--- config.mk ---
export PLATFORM = sky130hd
export DESIGN_NAME = debug_ram_master
export DESIGN_NICKNAME = d
export VERILOG_FILES = /design/src/rtl/debug_ram_master.sv
export SDC_FILE = /design/constraint.sdc
export NUM_CORES = 1
export LEC_CHECK = 0
export BUFFER_PORTS_ARGS = -buffer_cell sky130_fd_sc_hd__buf_2
export CAP_MARGIN = 10
export CORE_MARGIN = 5
export CORE_UTILIZATION = 45
export DETAILED_ROUTE_END_ITERATION = 8
export PLACE_DENSITY = 0.81
export SLEW_MARGIN = 20
export SYNTH_ARGS = -nofsm -noshare
export SYNTH_HDL_FRONTEND = slang
export SYNTH_SLANG_ARGS = --single-unit
--- constraint.sdc ---
create_clock -name CPU_CLK -period 3.2 [get_ports CPU_CLK]
set_input_delay 0.64 -clock CPU_CLK [delete_from_list [all_inputs] [get_ports CPU_CLK]]
set_output_delay 0.64 -clock CPU_CLK [all_outputs]
set_load 0.005 [all_outputs]
--- src/rtl/debug_ram_master.sv ---
`default_nettype none
// ============================================================================
//  Module   : debug_ram_master
//  Brief    : Host-side initiator for the port-2 debug paths of the data and
//             instruction RAMs. It turns write, read and burst-dump commands
//             into RAM port cycles and returns read words over a valid/ready
//             response channel.
//  Option   : DBG_WRITE_VERIFY_EN - every write is followed by a read-back of
//             the same word; the response carries verify_err.
//  Revision : 1.0 - initial release
// ============================================================================
module debug_ram_master #(
    parameter int LEN_W  = 8,
    parameter int RD_LAT = 1
) (
    input  logic             CPU_CLK,
    input  logic             CPU_RST,
    input  logic             cmd_valid,
    output logic             cmd_ready,
    input  logic [1:0]       cmd_op,
    input  logic             cmd_sel,
    input  logic [31:0]      cmd_addr,
    input  logic [31:0]      cmd_wdata,
    input  logic [3:0]       cmd_be,
    input  logic [LEN_W-1:0] cmd_len,
    output logic             rsp_valid,
    input  logic             rsp_ready,
    output logic [31:0]      rsp_data,
    output logic [31:0]      rsp_addr,
    output logic             rsp_last,
    output logic             busy,
`ifdef DBG_WRITE_VERIFY_EN
    output logic             verify_err,
`endif
    output logic [31:0]      CPU_Debug_DataRAM_A2,
    output logic [31:0]      CPU_Debug_DataRAM_WD2,
    output logic [3:0]       CPU_Debug_DataRAM_WE2,
    input  logic [31:0]      CPU_Debug_DataRAM_RD2,
    output logic [31:0]      CPU_Debug_InstRAM_A2,
    output logic [31:0]      CPU_Debug_InstRAM_WD2,
    output logic [3:0]       CPU_Debug_InstRAM_WE2,
    input  logic [31:0]      CPU_Debug_InstRAM_RD2
);

    localparam logic [1:0] c_op_write = 2'b00;
    localparam logic [1:0] c_op_read  = 2'b01;
    localparam logic [1:0] c_op_dump  = 2'b10;
    localparam logic [1:0] c_wait_init = 2'(RD_LAT - 1);

    typedef enum logic [2:0] {
        S_IDLE  = 3'd0,
        S_WRITE = 3'd1,
        S_ISSUE = 3'd2,
        S_WAIT  = 3'd3,
        S_RESP  = 3'd4
    } state_t;

    state_t             state_q, state_d;
    logic               sel_q, sel_d;
    logic [31:0]        addr_q, addr_d;
    logic [LEN_W-1:0]   count_q, count_d;
    logic [1:0]         wait_q, wait_d;
    logic               cmd_ready_q, cmd_ready_d;
    logic               rsp_valid_q, rsp_valid_d;
    logic [31:0]        rsp_data_q, rsp_data_d;
    logic [31:0]        rsp_addr_q, rsp_addr_d;
    logic               rsp_last_q, rsp_last_d;
    logic               busy_q, busy_d;
    logic [31:0]        d_a2_q, d_a2_d, d_wd2_q, d_wd2_d;
    logic [3:0]         d_we2_q, d_we2_d;
    logic [31:0]        i_a2_q, i_a2_d, i_wd2_q, i_wd2_d;
    logic [3:0]         i_we2_q, i_we2_d;
`ifdef DBG_WRITE_VERIFY_EN
    logic [31:0]        wdata_q, wdata_d;
    logic [3:0]         be_q, be_d;
    logic               verify_err_q, verify_err_d;
    logic [31:0]        w_be_mask;
`endif

    logic               w_load_a2;
    logic               w_load_sel;
    logic [31:0]        w_load_addr;
    logic [31:0]        w_rd2;

    assign w_rd2 = sel_q ? CPU_Debug_InstRAM_RD2 : CPU_Debug_DataRAM_RD2;
`ifdef DBG_WRITE_VERIFY_EN
    assign w_be_mask = {{8{be_q[3]}}, {8{be_q[2]}}, {8{be_q[1]}}, {8{be_q[0]}}};
`endif

    // Next-state, datapath and port-2 drive computation
    always_comb begin
        state_d     = state_q;
        sel_d       = sel_q;
        addr_d      = addr_q;
        count_d     = count_q;
        wait_d      = wait_q;
        rsp_valid_d = rsp_valid_q;
        rsp_data_d  = rsp_data_q;
        rsp_addr_d  = rsp_addr_q;
        rsp_last_d  = rsp_last_q;
        d_a2_d      = d_a2_q;
        d_wd2_d     = d_wd2_q;
        i_a2_d      = i_a2_q;
        i_wd2_d     = i_wd2_q;
        // Byte enables are a one-cycle pulse: only set on entry to WRITE
        d_we2_d     = 4'h0;
        i_we2_d     = 4'h0;
        w_load_a2   = 1'b0;
        w_load_sel  = sel_q;
        w_load_addr = addr_q;
`ifdef DBG_WRITE_VERIFY_EN
        wdata_d      = wdata_q;
        be_d         = be_q;
        verify_err_d = verify_err_q;
`endif

        case (state_q)
            S_IDLE: begin
                if (cmd_valid && cmd_ready_q) begin
                    sel_d       = cmd_sel;
                    addr_d      = {cmd_addr[31:2], 2'b00};
                    w_load_sel  = cmd_sel;
                    w_load_addr = {cmd_addr[31:2], 2'b00};
`ifdef DBG_WRITE_VERIFY_EN
                    wdata_d = cmd_wdata;
                    // Reads keep a zero mask so they never flag a mismatch
                    be_d    = (cmd_op == c_op_write) ? cmd_be : 4'h0;
`endif
                    case (cmd_op)
                        c_op_write: begin
                            state_d   = S_WRITE;
                            w_load_a2 = 1'b1;
                            if (cmd_sel) begin
                                i_wd2_d = cmd_wdata;
                                i_we2_d = cmd_be;
                            end else begin
                                d_wd2_d = cmd_wdata;
                                d_we2_d = cmd_be;
                            end
                        end
                        c_op_read: begin
                            count_d   = LEN_W'(1);
                            state_d   = S_ISSUE;
                            w_load_a2 = 1'b1;
                        end
                        c_op_dump: begin
                            if (cmd_len != '0) begin
                                count_d   = cmd_len;
                                state_d   = S_ISSUE;
                                w_load_a2 = 1'b1;
                            end
                        end
                        default: ;
                    endcase
                end
            end
            S_WRITE: begin
`ifdef DBG_WRITE_VERIFY_EN
                // Address is already on A2; read the same word back
                count_d = LEN_W'(1);
                state_d = S_ISSUE;
`else
                state_d = S_IDLE;
`endif
            end
            S_ISSUE: begin
                wait_d  = c_wait_init;
                state_d = S_WAIT;
            end
            S_WAIT: begin
                if (wait_q == 2'd0) begin
                    rsp_data_d  = w_rd2;
                    rsp_addr_d  = addr_q;
                    rsp_last_d  = (count_q == LEN_W'(1));
                    rsp_valid_d = 1'b1;
`ifdef DBG_WRITE_VERIFY_EN
                    verify_err_d = |((w_rd2 ^ wdata_q) & w_be_mask);
`endif
                    state_d = S_RESP;
                end else begin
                    wait_d = wait_q - 2'd1;
                end
            end
            S_RESP: begin
                if (rsp_ready) begin
                    rsp_valid_d = 1'b0;
                    rsp_last_d  = 1'b0;
                    count_d     = count_q - LEN_W'(1);
                    addr_d      = addr_q + 32'd4;
                    if (count_q == LEN_W'(1)) begin
                        state_d = S_IDLE;
                    end else begin
                        state_d     = S_ISSUE;
                        w_load_a2   = 1'b1;
                        w_load_addr = addr_q + 32'd4;
                    end
                end
            end
            default: state_d = S_IDLE;
        endcase

        // Only the selected RAM's address moves; the other one holds
        if (w_load_a2) begin
            if (w_load_sel) begin
                i_a2_d = w_load_addr;
            end else begin
                d_a2_d = w_load_addr;
            end
        end
    end

    assign cmd_ready_d = (state_d == S_IDLE);
    assign busy_d      = (state_d != S_IDLE);

    // State and registered outputs
    always_ff @(posedge CPU_CLK) begin
        if (CPU_RST) begin
            state_q     <= S_IDLE;
            sel_q       <= 1'b0;
            addr_q      <= 32'h0;
            count_q     <= '0;
            wait_q      <= 2'd0;
            cmd_ready_q <= 1'b0;
            rsp_valid_q <= 1'b0;
            rsp_data_q  <= 32'h0;
            rsp_addr_q  <= 32'h0;
            rsp_last_q  <= 1'b0;
            busy_q      <= 1'b0;
            d_a2_q      <= 32'h0;
            d_wd2_q     <= 32'h0;
            d_we2_q     <= 4'h0;
            i_a2_q      <= 32'h0;
            i_wd2_q     <= 32'h0;
            i_we2_q     <= 4'h0;
`ifdef DBG_WRITE_VERIFY_EN
            wdata_q      <= 32'h0;
            be_q         <= 4'h0;
            verify_err_q <= 1'b0;
`endif
        end else begin
            state_q     <= state_d;
            sel_q       <= sel_d;
            addr_q      <= addr_d;
            count_q     <= count_d;
            wait_q      <= wait_d;
            cmd_ready_q <= cmd_ready_d;
            rsp_valid_q <= rsp_valid_d;
            rsp_data_q  <= rsp_data_d;
            rsp_addr_q  <= rsp_addr_d;
            rsp_last_q  <= rsp_last_d;
            busy_q      <= busy_d;
            d_a2_q      <= d_a2_d;
            d_wd2_q     <= d_wd2_d;
            d_we2_q     <= d_we2_d;
            i_a2_q      <= i_a2_d;
            i_wd2_q     <= i_wd2_d;
            i_we2_q     <= i_we2_d;
`ifdef DBG_WRITE_VERIFY_EN
            wdata_q      <= wdata_d;
            be_q         <= be_d;
            verify_err_q <= verify_err_d;
`endif
        end
    end

    assign cmd_ready             = cmd_ready_q;
    assign rsp_valid             = rsp_valid_q;
    assign rsp_data              = rsp_data_q;
    assign rsp_addr              = rsp_addr_q;
    assign rsp_last              = rsp_last_q;
    assign busy                  = busy_q;
    assign CPU_Debug_DataRAM_A2  = d_a2_q;
    assign CPU_Debug_DataRAM_WD2 = d_wd2_q;
    assign CPU_Debug_DataRAM_WE2 = d_we2_q;
    assign CPU_Debug_InstRAM_A2  = i_a2_q;
    assign CPU_Debug_InstRAM_WD2 = i_wd2_q;
    assign CPU_Debug_InstRAM_WE2 = i_we2_q;
`ifdef DBG_WRITE_VERIFY_EN
    assign verify_err            = verify_err_q;
`endif

endmodule
`default_nettype wire
==> results by group, run 1 <==
Layout
  • Synthesis-to-finish area growth: 25.3%
  • Final Core Density: 57.5%
  • Final cell count without fillers: roughly 2,100
  • Most frequent cells in the layout: buf_2, nand2_1, dfxtp_1
  • Nets: between 1,500 and 2,000
  • Share of cells above drive strength 1: between 20 and 30%
  • Commonest non-fill, non-tap cell in the layout: buf_2

Routing
  • Via density per instance: about 5.9
  • Vias: about 12,000
  • Wire per inst: 20.2 microns
  • Drt first pass iters: 6
  • Final WL: around 42,000 microns
  • Initial DRC count: approximately 1,300
  • Antenna Violating Nets Remaining: 0
  • DRC Markers: 0

STA
  • Final period util: 86.5%
  • Max-slew violations: 0
  • Final hold vios: 0
  • Clk_skew: between 0.02 and 0.025 ns
  • Final setup fails: 0
  • WHS: ~0.34 ns
  • Setup_tns: 0 ns
  • Relative slew slack: 27.5%
  • Slew @ Worst Pin: 1.09 ns
  • Final worst slack: 0.431 ns
  • Peak Freq: 361 MHz
  • Crit path time final: about 2.8 ns
  • RSZ-0062 raised after global routing: false

Place
  • Place WS: roughly 0.54 ns
  • Hpwl dp: 30,200 microns
  • Routability cong.: just over 1
  • IO Port Bufs: about 350
  • Placed insts: slightly above 2,000

Clocking
  • H-tree Lvls: 1
  • CTS Sinks: between 200 and 300
  • Clk_lat worst skew: 0.54 ns
  • Postcts setup bufs: 0
  • Clock transition at the registers of the reported paths: roughly 0.060 ns
  • Post-CTS sizing: 0
  • CTS root buf: clkbuf_16
  • CTS tree: done
  • Hold bufs inserted after CTS: 0
  • Cts bufs inserted: 26
  • Max Root-Sink Buffers: 3

Yosys
  • Synthesized area: roughly 12,000 sq um
  • Synthesis-stage register bit count: 250
  • Cells after synthesis: 1,415
  • Ys flop type: dfxtp_1
  • Netlist cell types: between 80 and 90
  • Sequential fraction of the synthesis area: a little over two fifths
  • Synth Area per Inst: between 8 and 9 sq um
  • Synth Net Count: around 1,600
  • Yosys warning count: 0
  • Async set-reset flop share out of synthesis: 0%
  • EDFF count, synth: 0

GRT
  • First-pass GRT wire length: 63,500 microns
  • Vias in the first global route: between 10,000 and 15,000
  • Initial antenna violation count: 4
  • Largest net degree at the start of global routing: 104
  • GRT Util Overall: 27.0%
  • Grt total ovfl: 0

Critical path
  • CP Class: flop to flop
  • Crit path DAT: around 3.2 ns
  • CP Cell Sequence: inv_1, ha_1, nor3b_1, buf_4, a2111oi_0, and2_1, mux2i_1, a311oi_1
  • Worst Path Required: 3.58 ns
  • Crit Path Max Fanout: 6
  • CP max stage cell: a2111oi_0
  • Crit-path max cell delay: ~0.66 ns
  • Setup crit start kind: flop
  • Setup crit end kind: flop

Run status
  • Status: complete, no violations

Floorplan
  • Die W: between 150 and 200 microns
  • DIE AREA: ~29,000 sq um
  • DIE HEIGHT: about 170 microns
  • Initial Utilization: roughly 46%
  • Core box area: 25,300 sq um
  • Num rows: 58
  • I/O pins: between 300 and 400

Power
  • Max rail drop VDD: around 0.00037 V
  • PD cells: between 500 and 600 nW/um^2
  • Leakage Power: around 6.0 nW

Min path
  • HP Class: primary input to flop

Job
  • Max-Cap Viols: 0
## path summary, 6_finish.rpt
| check | from | to | slack (ns) | cells past startpoint |
|---|---|---|---|---|
| max | count_q[1] | CPU_Debug_DataRAM_A2[30] | 0.43 | 8 |
| min | cmd_be[2] | CPU_Debug_DataRAM_WE2[2] | 0.34 | 3 |
| max reg2reg | count_q[1] | CPU_Debug_DataRAM_A2[30] | 0.43 | 8 |
| min reg2reg | rsp_addr[26] | rsp_addr[26] | 0.45 | 2 |
## layer usage
metal | vias up | GRT usage (%) | wire length (microns)
met5 | - | 0 | 7
met4 | 2 | 12.9 | 2310
met3 | 155 | 6.33 | 4550
met2 | 785 | 45.3 | 19700
met1 | 5639 | 32.9 | 15400
li1 | 5710 | - | -
## worst max-delay path: cells and delay by family (launching register included)
family	cells	cell delay, ns
compound gates	2	0.81
fa+ha+maj	1	0.20
buf+inv	2	0.26
flops	1	0.40
mux	1	0.42
simple gates	2	0.51
## report_power, final
group          leakage, nW  internal, mW  switching, mW  total [mW]
Clock                0.449          1.95           1.28        3.22
Sequential            2.02          3.20          0.122        3.32
Combinational         3.53         0.321          0.471       0.792
## flip-flops by register name, summed over array words and instances (netlist names)
name and count:
sel_q 1, CPU_Debug_InstRAM_WD2 32, CPU_Debug_DataRAM_WE2 4, rsp_valid 1, rsp_data 32, addr_q 32, busy 1, count_q 8
rsp_addr 32, CPU_Debug_DataRAM_A2 32, CPU_Debug_InstRAM_A2 32, wait_q 2, rsp_last 1, cmd_ready 1, CPU_Debug_InstRAM_WE2 4, CPU_Debug_DataRAM_WD2 32
state_q 3
## stage by stage
stage | cell area (sq um) | power, mW
finish | 14500 | 7.34
CTS | 14500 | 7.36
global route | 14500 | 7.59
global placement | 13600 | 4.13
floorplan | 11600 | 3.82
detailed placement | 13600 | 4.15
## cell families (layout without fill, tap and decap cells)
logic type | count (synthesis) | after routing | share of synthesized area [%]
multiplexers | 48 | 48 | 4.21
adder cells (fa/ha/maj) | 4 | 4 | 0.432
AO/OA/AOI/OAI | 414 | 414 | 23.1
buffers and inverters | 144 | 469 | 6.13
flip-flops | 250 | 250 | 43.1
XOR/XNOR | 3 | 3 | 0.227
AND/OR/NAND/NOR | 552 | 552 | 22.7
other | 0 | 3 | 0
## Yosys cell counts, types with 6 or more instances
library cell	count	share of area (%)
mux2i_1	45	3.9
dfxtp_1	250	43
o21ai_0	40	1.7
nor3b_1	6	0.39
and3_1	19	1.0
nor2b_1	6	0.32
and2_1	9	0.49
buf_6	6	0.58
nand4_1	17	0.92
a221oi_1	6	0.45
a211oi_1	38	2.5
o21a_1	10	0.65
o221a_2	6	0.58
o31ai_1	26	1.7
a311oi_1	23	1.7
nor2_1	91	2.9
inv_1	18	0.58
o22ai_1	8	0.43
clkbuf_1	70	2.3
or3_1	8	0.43
or4_1	7	0.45
nor3_1	37	1.6
a21o_1	7	0.45
a31oi_1	14	0.76
o211ai_1	9	0.58
a21oi_1	172	7.4
nand3_1	36	1.6
nor4_1	6	0.32
clkbuf_8	7	0.83
nand2_1	272	8.8
buf_2	32	1.4
## layout make-up
type	instances	area [sq um]
sequential	250	5010
clock inverter	16	221
antenna	3	7.51
tap	330	413
multi-input combinational	1021	5900
timing repair buffer	402	2220
fill	2261	10700
inverter	19	71.3
clock buffer	32	693
Power figures use the tool's default switching activity.
==> run 2: changes to the inputs <==
--- a/config.mk
+++ b/config.mk
@@ -6,11 +6,11 @@
 export NUM_CORES = 1
 export LEC_CHECK = 0
 export BUFFER_PORTS_ARGS = -buffer_cell sky130_fd_sc_hd__buf_2
-export CAP_MARGIN = 10
+export CAP_MARGIN = 20
 export CORE_MARGIN = 5
 export CORE_UTILIZATION = 45
 export DETAILED_ROUTE_END_ITERATION = 8
-export PLACE_DENSITY = 0.81
+export PLACE_DENSITY = 0.82
 export SLEW_MARGIN = 20
 export SYNTH_ARGS = -nofsm -noshare
 export SYNTH_HDL_FRONTEND = slang
==> results by group, run 2 (synthesis results as in run 1) <==
Critical path
  • Crit Path Max Fanout: 7
  • Bufs and invs on worst path: 1
  • Setup crit end kind: flop
  • Worst Path Required: ~3.6 ns
  • CP max stage cell: nor3b_1
  • Critical R2R Launch: count_q[0]
  • Crit path DAT: 3.15 ns
  • Reg2reg path depth: 7
  • Crit-path max cell delay: around 0.7 ns
  • CP Class: flop to flop
  • End of the critical path: CPU_Debug_DataRAM_A2[27]
  • Top Family by Delay on Critical Path: simple AND/OR/NAND/NOR gates
  • Worst setup path start: count_q[0]
  • R2r setup slk: ~0.44 ns
  • WP depth: 7
  • CP Cell Sequence: ha_1, nor3b_1, a21oi_1, buf_4, and4_1, a31oi_1, a311oi_1
  • Setup crit start kind: flop
  • Reg-to-reg endpoint: CPU_Debug_DataRAM_A2[27]

STA
  • Crit path time final: around 2.8 ns
  • Final period util: a little under nine tenths
  • Setup_tns: 0 ns
  • Clk_skew: 0.0200 ns
  • Final hold vios: 0
  • Max-slew violations: 0
  • RSZ-0062 raised after global routing: false
  • Peak Freq: between 300 and 400 MHz
  • Final worst slack: ~0.44 ns
  • Final setup fails: 0
  • Relative slew slack: 32.0%
  • Slew @ Worst Pin: 1.02 ns

Layout
  • Share of cells above drive strength 1: between 20% and 30%
  • Synthesis-to-finish area growth: 24.8%
  • Commonest non-fill, non-tap cell in the layout: buf_2
  • Filler instances: 2,306
  • Nets: roughly 1,900
  • Most frequent cells in the layout: buf_2, nand2_1, dfxtp_1

Routing
  • Via density per instance: around 6
  • Initial DRC count: between 1,000 and 1,500
  • Drt first pass iters: 6
  • Vias: between 10,000 and 15,000
  • Wire per inst: between 15 and 20 microns
  • DRC Markers: 0
  • Antenna Violating Nets Remaining: 0
  • Final WL: 41,300 microns

Clocking
  • Postcts setup bufs: 0
  • Clk_lat worst skew: approximately 0.54 ns
  • Cts bufs inserted: 27
  • Hold bufs inserted after CTS: 0
  • Clock transition at the registers of the reported paths: roughly 0.070 ns
  • CTS root buf: clkbuf_16
  • Max Root-Sink Buffers: 3
  • CTS tree: done
  • Post-CTS sizing: 0
  • CTS Sinks: 250
  • H-tree Lvls: 1

GRT
  • Global-route met2 utilization: a little under half
  • Initial antenna violation count: 4
  • GRT Util Overall: a little over a quarter
  • First-pass GRT wire length: 63,500 microns
  • Grt total ovfl: 0
  • Met1 Usage GRT: between 30% and 40%
  • Top Usage Layer GRT: met2
  • Largest net degree at the start of global routing: 190
  • Met3 Use GR: between 5 and 6%
  • Vias in the first global route: ~12,000

Job
  • Max-Cap Viols: 0

Min path
  • HP Class: primary input to flop

Floorplan
  • Core box area: 25,300 sq um
  • I/O pins: about 350
  • Die W: between 150 and 200 microns
  • DIE AREA: about 29,000 sq um
  • Initial Utilization: roughly 46%
  • Num rows: just under 60
  • DIE HEIGHT: 171 microns

Run status
  • Status: complete, no violations

Power
  • PD cells: approximately 500 nW/um^2
  • Max rail drop VDD: around 0.00041 V
  • Leakage Power: 5.99 nW

Place
  • Routability cong.: about 0.97
  • Hpwl dp: 29,600 microns
  • IO Port Bufs: 348
  • Place WS: between 0.3 and 0.4 ns
-- run 2: worst min-delay path by stage --
stage,end,depth (start not counted),from,slack [ns]
floorplan,CPU_Debug_DataRAM_A2[12],2,CPU_Debug_DataRAM_A2[12],0.45
global placement,CPU_Debug_DataRAM_WD2[8],2,CPU_Debug_DataRAM_WD2[8],0.44
global route,CPU_Debug_DataRAM_WE2[3],3,cmd_be[3],0.35
detailed placement,CPU_Debug_InstRAM_WD2[0],2,CPU_Debug_InstRAM_WD2[0],0.44
finish,CPU_Debug_DataRAM_WE2[3],3,cmd_be[3],0.34
CTS,CPU_Debug_DataRAM_WE2[3],3,cmd_be[3],0.33
-- run 2: routing by layer --
layer | wire (microns) | vias up
met5 | 11 | -
met4 | 2100 | 2
met3 | 4360 | 131
met2 | 19400 | 723
met1 | 15500 | 5640
li1 | - | 5705
-- run 2: worst min-delay path: stages --
cell and delay, ns:
buf_2 0.08, nand2_1 0.06, nor2_1 0.07
-- run 2: report_power, final --
| part | leakage (nW) | internal [mW] | total (mW) | switching (mW) |
|---|---|---|---|---|
| logic | 3.52 | 0.320 | 0.790 | 0.470 |
| registers | 2.02 | 3.20 | 3.32 | 0.121 |
| clock network | 0.444 | 1.86 | 3.13 | 1.27 |
-- run 2: final cells by class --
| class | count | area (sq um) | area share, % |
|---|---|---|---|
| clock buffer | 38 | 787 | 5.44 |
| tap | 330 | 413 | 2.85 |
| timing repair buffer | 398 | 2190 | 15.1 |
| clock inverter | 9 | 98.8 | 0.683 |
| antenna | 3 | 7.51 | 0.0519 |
| sequential | 250 | 5010 | 34.6 |
| multi-input combinational | 1021 | 5900 | 40.8 |
| inverter | 19 | 71.3 | 0.493 |
-- run 2: per-stage QoR --
step / util (%) / cells / hold slack (ns) / total power, mW / instance area, sq um
floorplan: - / 1415 / 0.451 / 3.82 / 11600
global route: 57.3 / 2068 / 0.348 / 7.47 / 14500
finish: 57.3 / 2068 / 0.344 / 7.24 / 14500
detailed placement: 53.8 / 2018 / 0.443 / 4.15 / 13600
global placement: 53.8 / 2018 / 0.439 / 4.13 / 13600
CTS: 57.3 / 2065 / 0.333 / 7.26 / 14500
